<file path="src/rtl/calc_pkg.sv">
// ---------------------------------------------------------------------------
// calc_pkg
// Shared definitions for the calculator frame sequencer:
//   - opcode encodings driven onto the unit-select mux
//   - status byte bit positions of the response frame
//   - command / response frame lengths in bytes
//   - sequencer state type
//   - opcode legality helper
// ---------------------------------------------------------------------------
package calc_pkg;

    localparam logic [1:0] OP_ADD = 2'd0;
    localparam logic [1:0] OP_SUB = 2'd1;
    localparam logic [1:0] OP_MUL = 2'd2;
    localparam logic [1:0] OP_DIV = 2'd3;

    localparam int unsigned STAT_DBZ   = 0;
    localparam int unsigned STAT_BADOP = 1;

    localparam int unsigned CMD_LEN = 5;
    localparam int unsigned RSP_LEN = 5;

    typedef enum logic [1:0] {
        RX     = 2'd0,
        SETTLE = 2'd1,
        TX     = 2'd2
    } seq_state_e;

    // Only 0x00..0x03 select a real arithmetic unit.
    function automatic logic is_legal_op(input logic [7:0] opcode);
        return (opcode[7:2] == 6'b000000);
    endfunction

endpackage

</file>
<file path="src/rtl/calc_frame_sequencer_byte_serializer.sv">
// ---------------------------------------------------------------------------
// byte_serializer
// Loads a 40-bit frame and shifts it out MSB byte first over a valid/ready
// byte link. tx_data and tx_valid come straight from registers.
// Ports:
//   clk, rst_n        clock, synchronous active-low reset
//   load, load_data   capture a new 40-bit frame (starts presenting byte 0)
//   tx_data, tx_valid outbound byte and its valid
//   tx_ready          link accepts the byte
//   done              pulses in the cycle the last byte is accepted
// ---------------------------------------------------------------------------
module byte_serializer
    import calc_pkg::*;
(
    input  logic        clk,
    input  logic        rst_n,
    input  logic        load,
    input  logic [39:0] load_data,
    output logic [7:0]  tx_data,
    output logic        tx_valid,
    input  logic        tx_ready,
    output logic        done
);

    localparam logic [2:0] LAST_IDX = 3'(RSP_LEN - 1);

    logic [39:0] shift_r;
    logic [2:0]  cnt_r;
    logic        valid_r;
    logic        fire_s;

    // Handshake decode for the byte currently presented.
    always_comb begin
        fire_s = valid_r & tx_ready;
        if (fire_s && (cnt_r == LAST_IDX)) begin
            done = 1'b1;
        end else begin
            done = 1'b0;
        end
    end

    // Shift register: zeros fill in behind, so tx_data idles at 0 after a frame.
    always_ff @(posedge clk) begin
        if (!rst_n) begin
            shift_r <= 40'h00_0000_0000;
            cnt_r   <= 3'd0;
            valid_r <= 1'b0;
        end else if (load) begin
            shift_r <= load_data;
            cnt_r   <= 3'd0;
            valid_r <= 1'b1;
        end else if (fire_s) begin
            shift_r <= {shift_r[31:0], 8'h00};
            if (cnt_r == LAST_IDX) begin
                cnt_r   <= 3'd0;
                valid_r <= 1'b0;
            end else begin
                cnt_r   <= cnt_r + 3'd1;
            end
        end
    end

    assign tx_data  = shift_r[39:32];
    assign tx_valid = valid_r;

endmodule

</file>
<file path="src/rtl/calc_frame_sequencer.sv">
// ---------------------------------------------------------------------------
// calc_frame_sequencer
// Assembles a 5-byte command frame (opcode, P hi, P lo, Q hi, Q lo), holds the
// opcode/operands on the arithmetic unit inputs, waits SETTLE_CYCLES, captures
// the unit result and divide-by-zero flag, then streams a 5-byte response
// (status, result MSB..LSB).
// Ports:
//   clk, rst_n                 clock, synchronous active-low reset
//   rx_data/rx_valid/rx_ready  inbound command byte link
//   op_sel, op_p, op_q         registered unit select and operands
//   res_in, dbz_in             muxed unit result and divider zero flag
//   tx_data/tx_valid/tx_ready  outbound response byte link
//   busy                       frame in progress
// ---------------------------------------------------------------------------
module calc_frame_sequencer
    import calc_pkg::*;
#(
    parameter int SETTLE_CYCLES = 2
)
(
    input  logic        clk,
    input  logic        rst_n,
    input  logic [7:0]  rx_data,
    input  logic        rx_valid,
    output logic        rx_ready,
    output logic [1:0]  op_sel,
    output logic [15:0] op_p,
    output logic [15:0] op_q,
    input  logic [31:0] res_in,
    input  logic        dbz_in,
    output logic [7:0]  tx_data,
    output logic        tx_valid,
    input  logic        tx_ready,
    output logic        busy
);

    localparam logic [2:0] RX_LAST     = 3'(CMD_LEN - 1);
    localparam logic [3:0] SETTLE_LAST = 4'(SETTLE_CYCLES - 1);

    seq_state_e  state_r;
    logic [2:0]  rx_cnt_r;
    logic [3:0]  settle_cnt_r;
    logic        rx_ready_r;
    logic        busy_r;
    logic        bad_op_r;
    logic [1:0]  op_sel_r;
    logic [15:0] op_p_r;
    logic [15:0] op_q_r;

    logic        rx_fire_s;
    logic        capture_s;
    logic        dbz_s;
    logic [31:0] res_s;
    logic [7:0]  status_s;
    logic [39:0] frame_s;
    logic        tx_done_s;

    // Capture-time result shaping: dbz only counts for a divide, and any
    // error zeroes the result so the host never sees garbage.
    always_comb begin
        rx_fire_s = rx_valid & rx_ready_r;
        capture_s = (state_r == SETTLE) && (settle_cnt_r == SETTLE_LAST);
        if (op_sel_r == OP_DIV) begin
            dbz_s = dbz_in;
        end else begin
            dbz_s = 1'b0;
        end
        if (bad_op_r || dbz_s) begin
            res_s = 32'h0000_0000;
        end else begin
            res_s = res_in;
        end
        status_s             = 8'h00;
        status_s[STAT_BADOP] = bad_op_r;
        status_s[STAT_DBZ]   = dbz_s;
        frame_s              = {status_s, res_s};
    end

    // Sequencer FSM, byte-wise operand assembly and handshake flags.
    always_ff @(posedge clk) begin
        if (!rst_n) begin
            state_r      <= RX;
            rx_cnt_r     <= 3'd0;
            settle_cnt_r <= 4'd0;
            rx_ready_r   <= 1'b0;
            busy_r       <= 1'b0;
            bad_op_r     <= 1'b0;
            op_sel_r     <= OP_ADD;
            op_p_r       <= 16'h0000;
            op_q_r       <= 16'h0000;
        end else begin
            case (state_r)
                RX: begin
                    rx_ready_r <= 1'b1;
                    if (rx_fire_s) begin
                        busy_r <= 1'b1;
                        case (rx_cnt_r)
                            3'd0: begin
                                // Illegal opcodes park the mux on add and flag the frame.
                                bad_op_r <= !is_legal_op(rx_data);
                                op_sel_r <= is_legal_op(rx_data) ? rx_data[1:0] : OP_ADD;
                            end
                            3'd1:    op_p_r[15:8] <= rx_data;
                            3'd2:    op_p_r[7:0]  <= rx_data;
                            3'd3:    op_q_r[15:8] <= rx_data;
                            3'd4:    op_q_r[7:0]  <= rx_data;
                            default: op_q_r       <= op_q_r;
                        endcase
                        if (rx_cnt_r == RX_LAST) begin
                            rx_cnt_r     <= 3'd0;
                            rx_ready_r   <= 1'b0;
                            settle_cnt_r <= 4'd0;
                            state_r      <= SETTLE;
                        end else begin
                            rx_cnt_r <= rx_cnt_r + 3'd1;
                        end
                    end
                end
                SETTLE: begin
                    if (capture_s) begin
                        settle_cnt_r <= 4'd0;
                        state_r      <= TX;
                    end else begin
                        settle_cnt_r <= settle_cnt_r + 4'd1;
                    end
                end
                TX: begin
                    if (tx_done_s) begin
                        rx_ready_r <= 1'b1;
                        busy_r     <= 1'b0;
                        state_r    <= RX;
                    end
                end
                default: begin
                    state_r    <= RX;
                    rx_cnt_r   <= 3'd0;
                    rx_ready_r <= 1'b0;
                end
            endcase
        end
    end

    byte_serializer u_serializer (
        .clk       (clk),
        .rst_n     (rst_n),
        .load      (capture_s),
        .load_data (frame_s),
        .tx_data   (tx_data),
        .tx_valid  (tx_valid),
        .tx_ready  (tx_ready),
        .done      (tx_done_s)
    );

    assign rx_ready = rx_ready_r;
    assign busy     = busy_r;
    assign op_sel   = op_sel_r;
    assign op_p     = op_p_r;
    assign op_q     = op_q_r;

endmodule

</file>
<file path="config.mk">
export PLATFORM = sky130hd
export DESIGN_NAME = calc_frame_sequencer
export DESIGN_NICKNAME = d
export VERILOG_FILES = /design/src/rtl/calc_pkg.sv /design/src/rtl/calc_frame_sequencer_byte_serializer.sv /design/src/rtl/calc_frame_sequencer.sv
export SDC_FILE = /design/constraint.sdc
export NUM_CORES = 1
export LEC_CHECK = 0
export BUFFER_PORTS_ARGS = -buffer_cell sky130_fd_sc_hd__buf_4
export CORE_AREA = 5 5 94 131
export CTS_BUF_LIST = sky130_fd_sc_hd__clkbuf_8
export DETAILED_ROUTE_END_ITERATION = 8
export DIE_AREA = 0 0 99 136
export PLACE_DENSITY = 0.69
export SETUP_SLACK_MARGIN = 0.5
export SYNTH_ARGS = -nofsm -noshare
export SYNTH_HDL_FRONTEND = slang
export SYNTH_SLANG_ARGS = --single-unit
</file>
<file path="constraint.sdc">
create_clock -name clk -period 1.8 [get_ports clk]
set_input_delay 0 -clock clk [delete_from_list [all_inputs] [get_ports clk]]
set_output_delay 0 -clock clk [all_outputs]
set_load 0.01 [all_outputs]
</file>
# Word-level counts from Yosys, hierarchy flattened
# Cells that the tools add are included.
# word_totals
latchBits	0
out_inout_bits	45
elab_cells	89
input_bits	45
mem_bits_rw	0
mem_count	0
rom_bits	0
regBits	90
# classes
n_mul	0
muxes	29
addsub	3
div	0
n_bitwise	5
reduce_logical	24
eq_ne	13
n_shift	0
magnitude_cmp	0
# ops
operator	n
$mux 34	2
$mux 32	1
$reduce_and 3->1	7
$mux 4	3
$mux 1	10
$mux 2	5
$mux 3	3
$ne 2x2->1 const B	4
$pmux 4 s2	1
$reduce_bool 2->1	4
$add 3x1->3 const B	2
$eq 3x2->1 const B	2
$eq 3x3->1 const B	2
$logic_not 6->1	1
$pmux 2 s3	1
$pmux 3 s2	1
$reduce_and 2->1	3
$add 4x1->4 const B	1
$eq 2x2->1 const B	2
$eq 4x1->1 const B	1
$reduce_and 4->1	1
$reduce_or 2->1	2
$eq 3x1->1 const B	1
$logic_not 3->1	1
other kinds (9)	13

# Depth between registers and ports, before layout
# depth
word_depth	5
mapped_depth	8
depth_no_buf	6

# Modules after synthesis
# A second synthesis with hierarchy kept.
# hier_totals
hier_cells	494
area_unflattened_um2	4287.9
# by_module_without_submodules
module	seq_area_each_um2	area_per_inst_um2	cells_each	instances
calc_frame_sequencer	920.9	2306.0	283	1
byte_serializer	880.8	1981.9	211	1

# Worst setup path before layout
# OpenSTA, ideal clock, no wires.
# synth_path
kind	reg-to-reg
startpoint	reg rx_cnt_r[0]
endpoint	reg state_r[1]
setup_ns	0.117
path_stages_with_launch	8
path_slack_ns	0.215
period_less_slack_ns	1.585
arrival_time_ns	1.468
path_buffers	1
required_ns	1.683
path_cell_list	dfxtp_1 -> inv_1 -> ha_1 -> buf_2 -> nand4_1 -> a22oi_1 -> o21ai_1 -> a32o_1
# synth_via
elab_chain_cells	3
# synth_lines
item	line	rtl
start, declared	calc_frame_sequencer.sv:41	logic [2:0] rx_cnt_r;
start signal, assigned	calc_frame_sequencer.sv:115	rx_cnt_r <= rx_cnt_r + 3'd1;
$eq 3x3->1	calc_frame_sequencer.sv:109	if (rx_cnt_r == RX_LAST) begin
$ne 2x2->1 (no source line)	--	
$reduce_and 4->1 (no source line)	--	
end signal, assigned	calc_frame_sequencer.sv:113	state_r <= SETTLE;
end signal, assigned	calc_frame_sequencer.sv:122	state_r <= TX;
end signal, assigned	calc_frame_sequencer.sv:131	state_r <= RX;
end, declared	calc_frame_sequencer.sv:40	seq_state_e state_r;
# No other way between the ends.
# A chain may end at the register's enable or synchronous reset.

# Final worst setup path
# layout_path
startpoint	reg state_r[0]
endpoint	reg op_p_r[7] (netlist: op_p[7])
# layout_via
elab_chain_cells	2
# layout_lines
item	line	rtl
start signal, assigned	calc_frame_sequencer.sv:82	state_r <= RX;
start signal, assigned	calc_frame_sequencer.sv:113	
start signal, assigned	calc_frame_sequencer.sv:122	
$logic_not 2->1	calc_frame_sequencer.sv:92	case (state_r)
$reduce_and 3->1 (no source line)	--	
end signal, assigned	calc_frame_sequencer.sv:104	3'd2: op_p_r[7:0] <= rx_data;
end, declared	calc_frame_sequencer.sv:47	logic [15:0] op_p_r;
# No other way between the ends.

==> impl_metrics.prom <==
# TYPE chip_impl_metric gauge
chip_impl_metric{name="critical_path_rt",unit="ns"} 2.09
chip_impl_metric{name="drc",unit=""} 0
chip_impl_metric{name="maximum_number_of_pins_on_one_net_before_global_route_repair",unit=""} 36
chip_impl_metric{name="die_x",unit="µm"} 99
chip_impl_metric{name="synth_cell_types",unit=""} 40
chip_impl_metric{name="final_layout_size_suffix_gt1_share",unit="%"} 51.4
chip_impl_metric{name="post-route-min-period",unit="ns"} 1.52
chip_impl_metric{name="first_global_vias",unit=""} 3939
chip_impl_metric{name="r2r_cells",unit=""} 7
chip_impl_metric{name="final_worst_slack",unit="ns"} 0.281
chip_impl_metric{name="detailedPlacementHpwl",unit="µm"} 7520
chip_impl_metric{name="numCtsBuffers",unit=""} 9
chip_impl_metric{name="dr_total_vias",unit=""} 3877
chip_impl_metric{name="initialDrtViolationCount",unit=""} 175
chip_impl_metric{name="layoutNonFillerInstCount",unit=""} 733
chip_impl_metric{name="cts-root-to-sink-buffers",unit=""} 2
chip_impl_metric{name="placement.setup.worst_slack",unit="ns"} 0.134
chip_impl_metric{name="final_min_period_over_clock_period",unit="%"} 84.4
chip_impl_metric{name="place.detailed.instances",unit=""} 640
chip_impl_metric{name="tightestPinTransition",unit="ns"} 0.449
chip_impl_metric{name="max-vdd-ir-drop",unit="V"} 0.000463
chip_impl_metric{name="p_clk_share",unit="%"} 34.2
chip_impl_metric{name="clk_pin_slew",unit="ns"} 0.09
chip_impl_metric{name="max_clock_freq",unit="MHz"} 658
chip_impl_info{name="hp-start",value="rx_data[5]"} 1
chip_impl_info{name="outcome",value="completed"} 1
chip_impl_metric{name="setup_viol",unit=""} 0
chip_impl_metric{name="clock_latency",unit="ns"} 0.37
chip_impl_metric{name="placeableCoreArea",unit="µm²"} 11100
chip_impl_metric{name="synth.yosys.seq_area_share",unit="%"} 45.6
chip_impl_metric{name="cell_internal_pwr",unit="mW"} 3.15
chip_impl_metric{name="p_sw_share",unit="%"} 27.2
chip_impl_metric{name="top_level_ports",unit=""} 90
chip_impl_metric{name="timing.critical_path.fanout_max",unit=""} 6
chip_impl_metric{name="cts_htree_levels",unit=""} 3
chip_impl_metric{name="average_cell_area_after_synthesis",unit="µm²"} 9.12
chip_impl_metric{name="mappedNetlistArea",unit="µm²"} 3950
chip_impl_metric{name="drv_cap",unit=""} 0
chip_impl_metric{name="initial_core_util",unit="%"} 35.5
chip_impl_info{name="worstHoldPathType",value="in -> reg"} 1
chip_impl_metric{name="total_leakage_power",unit="nW"} 2.50
chip_impl_metric{name="timing.clock.skew",unit="ns"} 0.0142
chip_impl_metric{name="port_buffers",unit=""} 89
chip_impl_info{name="setup_repair_after_global_routing_missed_its_margin",value="yes"} 1
chip_impl_metric{name="critPathArrivalTime",unit="ns"} 1.81
chip_impl_metric{name="clock_sink_count",unit=""} 90
chip_impl_metric{name="synth-warning-count",unit=""} 0
chip_impl_info{name="setup.worst_path.class",value="reg -> reg"} 1
chip_impl_info{name="cts_tree",value="done"} 1
chip_impl_info{name="r2r_start",value="state_r[0]"} 1
chip_impl_metric{name="nets",unit=""} 640
chip_impl_metric{name="viasPerCell",unit=""} 5.29
chip_impl_metric{name="final_number_of_hold_violating_endpoints",unit=""} 0
chip_impl_metric{name="globalplace.congestion",unit=""} 0.806
chip_impl_metric{name="syn-num-nets",unit=""} 490
chip_impl_metric{name="grt_first_pass_wirelength",unit="µm"} 19300
chip_impl_metric{name="fin_total_pwr",unit="mW"} 4.32
chip_impl_metric{name="netSwitchingPower",unit="mW"} 1.18
chip_impl_metric{name="route.detailed.wl_per_inst",unit="µm"} 17.9
chip_impl_metric{name="report.final.slew_viol_count",unit=""} 0
chip_impl_metric{name="grt_antenna_before_repair",unit=""} 1
chip_impl_metric{name="fin_hold_ws",unit="ns"} 0.0742
chip_impl_metric{name="setup.reg_to_reg.worst_slack",unit="ns"} 0.28
chip_impl_metric{name="postSynthRegisterBits",unit=""} 90
chip_impl_info{name="critPathCaptureType",value="flop"} 1
chip_impl_metric{name="final.setup.tns",unit="ns"} 0
chip_impl_metric{name="relSlewSlack",unit="%"} 70.0
chip_impl_metric{name="die_y",unit="µm"} 136
chip_impl_metric{name="count_of_nets_left_with_antenna_violations_after_detail_routing",unit=""} 0
chip_impl_info{name="min_to",value="op_sel[0]"} 1
chip_impl_metric{name="routed_wirelength",unit="µm"} 13100
chip_impl_metric{name="syn_inst",unit=""} 433
chip_impl_metric{name="comb_power_share",unit="%"} 18.0
chip_impl_info{name="worst_r2r_endpoint",value="op_p[7]"} 1
chip_impl_metric{name="min_delay_path_depth",unit=""} 5
chip_impl_metric{name="floorplan.rows",unit=""} 46
chip_impl_metric{name="global_route_usage_over_all_layers",unit="%"} 18.0
chip_impl_info{name="critical_path_start_type",value="flop"} 1
chip_impl_metric{name="die_area",unit="µm²"} 13500
chip_impl_metric{name="grt_remaining_overflow",unit=""} 0
chip_impl_metric{name="power-per-cell-area",unit="nW/µm²"} 675
chip_impl_metric{name="pwr-share-seq",unit="%"} 47.8
chip_impl_metric{name="area_growth_syn_to_layout",unit="%"} 62.1
chip_impl_metric{name="drtPass1Iterations",unit=""} 7
chip_impl_info{name="cell_chosen_for_the_clock_root",value="clkbuf_8"} 1
## synth_stat cells
master      n  share of area (%)
nand4_2     1               0.32
nand3_1    17                2.2
a22oi_2    10                3.2
a21oi_1    43                5.5
a211oi_1    2               0.38
nor3_1      1               0.13
buf_4       8                1.5
o21ai_0     5               0.63
o21ai_1     1               0.13
clkinv_1    1              0.095
and4b_1     1               0.25
a32o_1      1               0.25
mux2_2     25                7.1
nor2_2     10                1.6
nor3_4      1               0.41
mux2i_1    14                3.5
inv_1      11                1.0
nor3b_1     1               0.19
a2111oi_0   1               0.22
dfxtp_1    90                 46
nor3_2      1               0.25
nand3b_1    2               0.38
ha_1       12                3.8
and3_1      3               0.48
a22oi_1    24                4.6
buf_6       3               0.86
o211ai_1    1               0.19
clkbuf_1   10               0.95
buf_1       2               0.19
a311oi_1    3               0.67
or4_1       1               0.19
and2_1      1               0.16
nand2_2     1               0.16
nor2_1     47                4.5
nand4bb_1   1               0.29
and2_0      1               0.16
a21bo_2     1               0.25
nand4_1     4               0.63
nand2_1    59                5.6
buf_2      12                1.5
## final cells by class
| type | count | area (µm²) |
|---|---|---|
| Clock buffer | 11 | 151 |
| Fill cell | 863 | 4710 |
| Antenna cell | 1 | 2.50 |
| Multi-Input combinational cell | 297 | 2450 |
| Inverter | 12 | 58.8 |
| Sequential cell | 90 | 1820 |
| Timing Repair Buffer | 173 | 1680 |
| Tap cell | 144 | 180 |
| Clock inverter | 5 | 60.1 |
## logic make-up (layout without fill, tap and decap cells)
kind of cell,count (synthesis),after routing,synth area share [%]
flops,90,90,45.6
mux,39,39,10.7
buf+inv,47,201,6.18
simple gates,153,154,17.8
other cells,0,1,0
fa+ha+maj,12,12,3.80
compound gates,92,92,15.9
## stage by stage
stage,cell area [µm²],utilization (%)
6_report,6400,57.6
5_1_grt,6400,57.6
4_1_cts,6000,54.0
3_5_place_dp,4760,42.9
3_3_place_gp,4760,42.9
2_1_floorplan,4050,-
## worst max-delay path, cell delays in order (launching register included)
cell and delay [ns]:
dfxtp_4 0.37, inv_4 0.07, ha_4 0.15, and4b_2 0.29, buf_12 0.13, buf_16 0.13
nand3_1 0.12, a21oi_2 0.19
## how the worst max path moves through the flow
stage / from / endpoint / slack (ns) / cells past startpoint
final: state_r[0] / op_p[7] / 0.28 / 7
after global routing: state_r[0] / op_p[7] / 0.26 / 7
after CTS: state_r[1] / u_serializer.shift_r[22] / 0.32 / 8
after detailed placement: state_r[1] / u_serializer.shift_r[1] / 0.13 / 7
after global placement: state_r[1] / u_serializer.shift_r[6] / 0.21 / 7
after floorplan: rx_cnt_r[1] / state_r[1] / 0.32 / 7
## timing repair
| action | 4_1_cts | 5_1_grt |
|---|---|---|
| buffers inserted | 23 | 3 |
| setup endpoints to repair | 89 | 89 |
| hold buffers | 41 | 0 |
| gates resized for setup | 69 | 74 |
| gates cloned | 6 | 3 |
| hold endpoints to repair | 77 | 0 |
| pin swaps | 23 | 70 |
## sequential cells by signal (all words and copies together), names as in the netlist, 2 cells and up
signal,flops
u_serializer.cnt_r,3
op_sel,2
settle_cnt_r,4
op_p,16
rx_cnt_r,3
op_q,16
u_serializer.shift_r,40
state_r,2
## power by group through the flow
| stage | registers (mW) | clock network [mW] | logic [mW] |
|---|---|---|---|
| after floorplan | 2.11 | 0 | 0.264 |
| after detailed placement | 2.11 | 0 | 0.449 |
| after CTS | 2.07 | 1.50 | 0.666 |
| after global placement | 2.11 | 0 | 0.439 |
| after global routing | 2.07 | 1.60 | 0.827 |
| final | 2.07 | 1.48 | 0.777 |
## layer usage
layer,wire (µm),track usage (%),share of wire (%),vias to the layer above
li1,-,-,-,1803
met1,4870,18.7,37,1876
met2,6880,31.8,53,156
met3,913,5.85,7.0,42
met4,438,10.0,3.3,0
met5,0,0,0,-
## layout by cell type, fill, tap and decap left out, drive strengths merged, types with 2 or more instances in the layout
master | Yosys | final
buf | 25 | 129
dfxtp | 90 | 90
nand2 | 60 | 61
nor2 | 57 | 57
a21oi | 43 | 43
dlygate4sd3 | 0 | 41
a22oi | 34 | 34
mux2 | 25 | 25
nand3 | 17 | 17
mux2i | 14 | 14
clkbuf | 10 | 14
inv | 11 | 13
ha | 12 | 12
o21ai | 6 | 6
nand4 | 5 | 5
a311oi | 3 | 3
and3 | 3 | 3
nor3 | 3 | 3
nand3b | 2 | 2
clkinv | 1 | 2
a211oi | 2 | 2
and2 | 2 | 2
No activity file was read; power rests on OpenSTA's default activity.
